`src/rtl/alu_pkg.sv`:
```
// Shared opcode fields and FSM encoding for the bit-serial ALU controller.
package alu_pkg;

  localparam logic [1:0] OP_AND  = 2'b00;
  localparam logic [1:0] OP_OR   = 2'b01;
  localparam logic [1:0] OP_ADD  = 2'b10;
  localparam logic [1:0] OP_RSVD = 2'b11;

  localparam int unsigned NEG_A = 3;
  localparam int unsigned NEG_B = 2;

  typedef enum logic [1:0] {
    IDLE = 2'd0,
    RUN  = 2'd1,
    DONE = 2'd2
  } state_e;

endpackage

```
`src/rtl/alu_bit_slice.sv`:
```
// Combinational 1-bit ALU slice: optional operand inversion, then AND/OR/full-add.
module alu_bit_slice
  import alu_pkg::*;
(
  input  logic       A,
  input  logic       B,
  input  logic       CarryIn,
  input  logic [3:0] Op,
  output logic       Result,
  output logic       CarryOut
);

  logic a_inv, b_inv;

  always_comb begin
    a_inv    = A ^ Op[NEG_A];
    b_inv    = B ^ Op[NEG_B];
    Result   = 1'b0;
    CarryOut = 1'b0;
    unique case (Op[1:0])
      OP_AND: Result = a_inv & b_inv;
      OP_OR:  Result = a_inv | b_inv;
      OP_ADD: begin
        Result   = a_inv ^ b_inv ^ CarryIn;
        CarryOut = (a_inv & b_inv) | (a_inv & CarryIn) | (b_inv & CarryIn);
      end
      default: begin
        Result   = 1'b0;
        CarryOut = 1'b0;
      end
    endcase
  end

endmodule

```
`src/rtl/bit_serial_alu_ctrl.sv`:
```
// Sequences one 1-bit ALU slice over WIDTH cycles (LSB first) and assembles result and flags.
module bit_serial_alu_ctrl
  import alu_pkg::*;
#(
  parameter int unsigned WIDTH = 8,
  parameter int unsigned CNT_W = $clog2(WIDTH)
) (
  input  logic             clk,
  input  logic             reset,
  input  logic             in_valid,
  output logic             in_ready,
  input  logic [WIDTH-1:0] A,
  input  logic [WIDTH-1:0] B,
  input  logic [3:0]       Op,
  output logic             out_valid,
  input  logic             out_ready,
  output logic [WIDTH-1:0] Result,
  output logic             Zero,
  output logic             CarryOut,
  output logic             Overflow,
  output logic             Err
);

  state_e             state_q, state_d;
  logic [CNT_W-1:0]   cnt_q, cnt_d;
  logic               carry_q, carry_d;
  logic               ovf_q, ovf_d;
  logic [WIDTH-1:0]   a_sh_q, a_sh_d;
  logic [WIDTH-1:0]   b_sh_q, b_sh_d;
  logic [WIDTH-1:0]   res_q, res_d;
  logic [3:0]         op_q, op_d;

  logic slice_res, slice_cout;
  logic is_add;

  assign is_add = (op_q[1:0] == OP_ADD);

  alu_bit_slice u_slice (
    .A        (a_sh_q[0]),
    .B        (b_sh_q[0]),
    .CarryIn  (carry_q),
    .Op       (op_q),
    .Result   (slice_res),
    .CarryOut (slice_cout)
  );

  always_comb begin
    state_d = state_q;
    cnt_d   = cnt_q;
    carry_d = carry_q;
    ovf_d   = ovf_q;
    a_sh_d  = a_sh_q;
    b_sh_d  = b_sh_q;
    res_d   = res_q;
    op_d    = op_q;
    unique case (state_q)
      IDLE: begin
        if (in_valid) begin
          a_sh_d  = A;
          b_sh_d  = B;
          op_d    = Op;
          cnt_d   = '0;
          // Two's-complement +1 is injected once here, never per bit.
          carry_d = Op[NEG_B];
          ovf_d   = 1'b0;
          state_d = RUN;
        end
      end
      RUN: begin
        res_d  = {slice_res, res_q[WIDTH-1:1]};
        a_sh_d = a_sh_q >> 1;
        b_sh_d = b_sh_q >> 1;
        cnt_d  = cnt_q + CNT_W'(1);
        if (is_add) carry_d = slice_cout;
        if (cnt_q == CNT_W'(WIDTH - 1)) begin
          state_d = DONE;
          cnt_d   = '0;
          // Carry into the MSB is still in carry_q on the last bit.
          if (is_add) ovf_d = carry_q ^ slice_cout;
        end
      end
      DONE: begin
        if (out_ready) state_d = IDLE;
      end
      default: state_d = IDLE;
    endcase
  end

  always_ff @(posedge clk or posedge reset) begin
    if (reset) begin
      state_q <= IDLE;
      cnt_q   <= '0;
      carry_q <= 1'b0;
      ovf_q   <= 1'b0;
      a_sh_q  <= '0;
      b_sh_q  <= '0;
      res_q   <= '0;
      op_q    <= '0;
    end else begin
      state_q <= state_d;
      cnt_q   <= cnt_d;
      carry_q <= carry_d;
      ovf_q   <= ovf_d;
      a_sh_q  <= a_sh_d;
      b_sh_q  <= b_sh_d;
      res_q   <= res_d;
      op_q    <= op_d;
    end
  end

  always_comb begin
    in_ready  = (state_q == IDLE);
    out_valid = (state_q == DONE);
    Result    = res_q;
    Zero      = out_valid & ~|res_q;
    CarryOut  = out_valid & is_add & carry_q;
    Overflow  = out_valid & is_add & ovf_q;
    Err       = out_valid & (op_q[1:0] == OP_RSVD);
  end

endmodule

```
`config.mk`:
```
export PLATFORM = sky130hd
export DESIGN_NAME = bit_serial_alu_ctrl
export DESIGN_NICKNAME = d
export VERILOG_FILES = /design/src/rtl/alu_pkg.sv /design/src/rtl/alu_bit_slice.sv /design/src/rtl/bit_serial_alu_ctrl.sv
export SDC_FILE = /design/constraint.sdc
export NUM_CORES = 1
export LEC_CHECK = 0
export ABC_AREA = 1
export BUFFER_PORTS_ARGS = -buffer_cell sky130_fd_sc_hd__buf_2
export CORE_ASPECT_RATIO = 1.1
export CORE_MARGIN = 2
export CORE_UTILIZATION = 48
export CTS_BUF_LIST = sky130_fd_sc_hd__clkbuf_16
export DETAILED_ROUTE_END_ITERATION = 16
export HOLD_SLACK_MARGIN = 0.15
export PLACE_DENSITY = 0.75
export SETUP_SLACK_MARGIN = 0.2
export SLEW_MARGIN = 30
export SYNTH_ARGS = -nofsm -noshare
export SYNTH_HDL_FRONTEND = slang
export SYNTH_SLANG_ARGS = --single-unit
```
`constraint.sdc`:
```
create_clock -name clk -period 1.6 [get_ports clk]
set_input_delay 0.32 -clock clk [delete_from_list [all_inputs] [get_ports clk]]
set_output_delay 0.32 -clock clk [all_outputs]
set_load 0.005 [all_outputs]
```
==> flow_metrics.env <==
export IMPL_max_freq_mhz=641.2
export IMPL_peakVddDrop_mv=0.9118
export IMPL_vias=1571
export IMPL_start_util_pct=49.16
export IMPL_diodes=0
export IMPL_grt_setup_unrepaired="true"
export IMPL_hold_depth=2
export IMPL_netlist_area_leader_share_pct=49.93
export IMPL_drtPass1Iterations=6
export IMPL_r2r_cells=7
export IMPL_min_period_over_period_pct=97.47
export IMPL_clock_skew_ns=0.003019
export IMPL_critPathLaunchType="flop"
export IMPL_path_cells="xnor2_2 > fa_2 > inv_1 > nand2_1 > o21ai_1 > nand2_1 > o21ai_1"
export IMPL_ys_top_cells_by_area="dfrtp_1 (50%), nand2_1 (16%), inv_1 (4.7%), o21ai_0 (3.4%), o21a_1 (3.4%)"
export IMPL_crit_fanout=3
export IMPL_gp_congestion=0.7964
export IMPL_r2r_end="Result[7]"
export IMPL_drcViolationCount=0
export IMPL_final_common_cell="nand2_1"
export IMPL_clock_latency_ns=0.28
export IMPL_synth_area_mm2=0.001754
export IMPL_drt_antenna_violating_nets=0
export IMPL_holdCritPathClass="input pin to flop"
export IMPL_reg2reg_slack_ns=0.04
export IMPL_synth_cells=210
export IMPL_hp_start="out_ready"
export IMPL_portBuffers=37
export IMPL_dieWidth_um=61.64
export IMPL_setup_violations=0
export IMPL_holdWs_ns=0.2239
export IMPL_cp_slowest_cell="fa_2"
export IMPL_crit_arrival_ns=1.75
export IMPL_layout_drive_gt1_share_pct=34.70
export IMPL_ys_ff_latch=35
export IMPL_routed_via_density=4.940
export IMPL_yosysSeqAreaShare_pct=49.93
export IMPL_clock_sinks=35
export IMPL_yosysTopAreaCell="dfrtp_1"
export IMPL_cts_tree="done"
export IMPL_relSlewSlack_pct=70.23
export IMPL_antenna_found_initial=0
export IMPL_syn2layout_area_growth_pct=33.95
export IMPL_dp_hpwl_um=2384
export IMPL_end_kind="flop"
export IMPL_num_rows=23
export IMPL_clk_root_buffer_cell="clkbuf_16"
export IMPL_dieHeight_um=67.41
export IMPL_grt_usage_pct=19.86
export IMPL_grt_pass1_wl_um=5906
export IMPL_die_area_mm2=0.004155
export IMPL_r2r_start="b_sh_q[0]"
export IMPL_grt_max_degree=36
export IMPL_design_power_total_mw=5.118
export IMPL_place_ws_ns=0.07317
export IMPL_ys_warn_count=0
export IMPL_worstPathRequired_ns=1.80
export IMPL_htree_num_levels=2
export IMPL_mostFrequentLayoutCells="nand2_1 (73), buf_2 (37), dfrtp_1 (34)"
export IMPL_finalHoldViolCount=0
export IMPL_slew_viol_final=0
export IMPL_leakage_nw=1.224
export IMPL_grt_pass1_vias=1394
export IMPL_critPathKind="flop to flop"
export IMPL_whs_endpoint="state_q[1]"
export IMPL_synth_cell_types=24
export IMPL_wire_per_inst_um=12.20
export IMPL_fin_crit_ns=1.560
export IMPL_synth_area_per_cell_um2=8.353
export IMPL_cap_violations=0
export IMPL_io_pins=38
export IMPL_placed_cells=294
export IMPL_synth_nets=239
export IMPL_cts_buffer_depth=2
export IMPL_drtIter0Drc=95
export IMPL_fin_nets=296
export IMPL_fin_ws_ns=0.04043
export IMPL_cp_startpoint="b_sh_q[0]"
export IMPL_core_area_mm2=0.003568
export IMPL_routed_wl_um=3881
export IMPL_numCtsBuffers=5
export IMPL_status="complete, no violations"
export IMPL_slowest_delay_ns=0.47
export IMPL_clkTransAtPathRegs_ns=0.05
export IMPL_grt_ovfl_total=0
export IMPL_pwr_density_cell_mw_per_mm2=2178
export IMPL_worst_pin_slew_ns=0.4465
export IMPL_stdcell_count=318
power by group:
part / internal, mW / switching (mW)
combinational: 1.15 / 1.50
sequential: 1.30 / 0.262
clock: 0.559 / 0.346
worst max-delay path: cells and delay by family (launching register included):
family / cells / cell delay, ns
xor gates and xnor gates: 1 / 0.23
adders and majority gates: 1 / 0.47
DFF: 1 / 0.40
and+or+nand+nor: 2 / 0.12
AOI/OAI and AO/OA: 2 / 0.19
buffers and inverters: 1 / 0.07
flip-flops by register name, indices dropped and copies added, names as in the netlist:
register and cells:
carry_q 1, Result 8, cnt_q 3, state_q 2, b_sh_q 8, op_q 4, a_sh_q 8, ovf_q 1
synth_stat cells (all sizes together):
cell    count
a21oi       2
buf         7
dfrtp      35
fa          1
ha          4
inv        26
nand2      77
nand3      10
nand4       1
nor2       11
nor3        2
o211ai      2
o21a        8
o21ai      22
xnor2       2
routing by layer:
metal | share of wire (%) | wire length (um) | GRT usage (%)
met4 | 2.3 | 89 | 9.574
met5 | 0 | 0 | 0
met2 | 48 | 1846 | 31.32
met1 | 44 | 1704 | 24.17
met3 | 6.2 | 242 | 6.513
final cells by class:
type,count,area [um^2]
Clock buffer,5,125.1
Multi-Input combinational cell,145,838.3
Inverter,26,103.9
Fill cell,323,1219
Sequential cell,35,877.1
Timing Repair Buffer,54,331.6
Clock inverter,3,11.26
Tap cell,50,62.56
repair_timing:
action / CTS / global route
pin swaps: 7 / 8
gates cloned: 0 / 3
setup endpoints to repair: 7 / 27
hold endpoints to repair: 35 / 0
hold buffers: 1 / 0
resized for setup: 12 / 14
setup buffers: 6 / 6
logic make-up (layout without fill, tap and decap cells):
| family | Yosys count | count (layout) | synth area share, % |
|---|---|---|---|
| compound gates | 34 | 34 | 12.13 |
| simple gates | 101 | 104 | 24.18 |
| fa+ha+maj | 5 | 5 | 3.994 |
| flops | 35 | 35 | 49.93 |
| buf+inv | 33 | 88 | 8.773 |
| xor+xnor | 2 | 2 | 0.9988 |
worst max-delay path by stage:
| stage | endpoint | cells after the start |
|---|---|---|
| 2_1_floorplan | Result[7] | 7 |
| 3_3_place_gp | Result[7] | 7 |
| 3_5_place_dp | Result[7] | 7 |
| 4_1_cts | Zero | 4 |
| 5_1_grt | Result[7] | 7 |
| 6_report | Result[7] | 7 |
stage by stage:
step	util (%)	cell area (um^2)	setup TNS, ns
after floorplan	-	1767	0
after global placement	56.07	2001	0
after detailed placement	56.07	2001	0
after CTS	62.13	2217	0
after global routing	65.85	2350	-0.01619
final	65.85	2350	0
(Power assumes the default switching activity.)
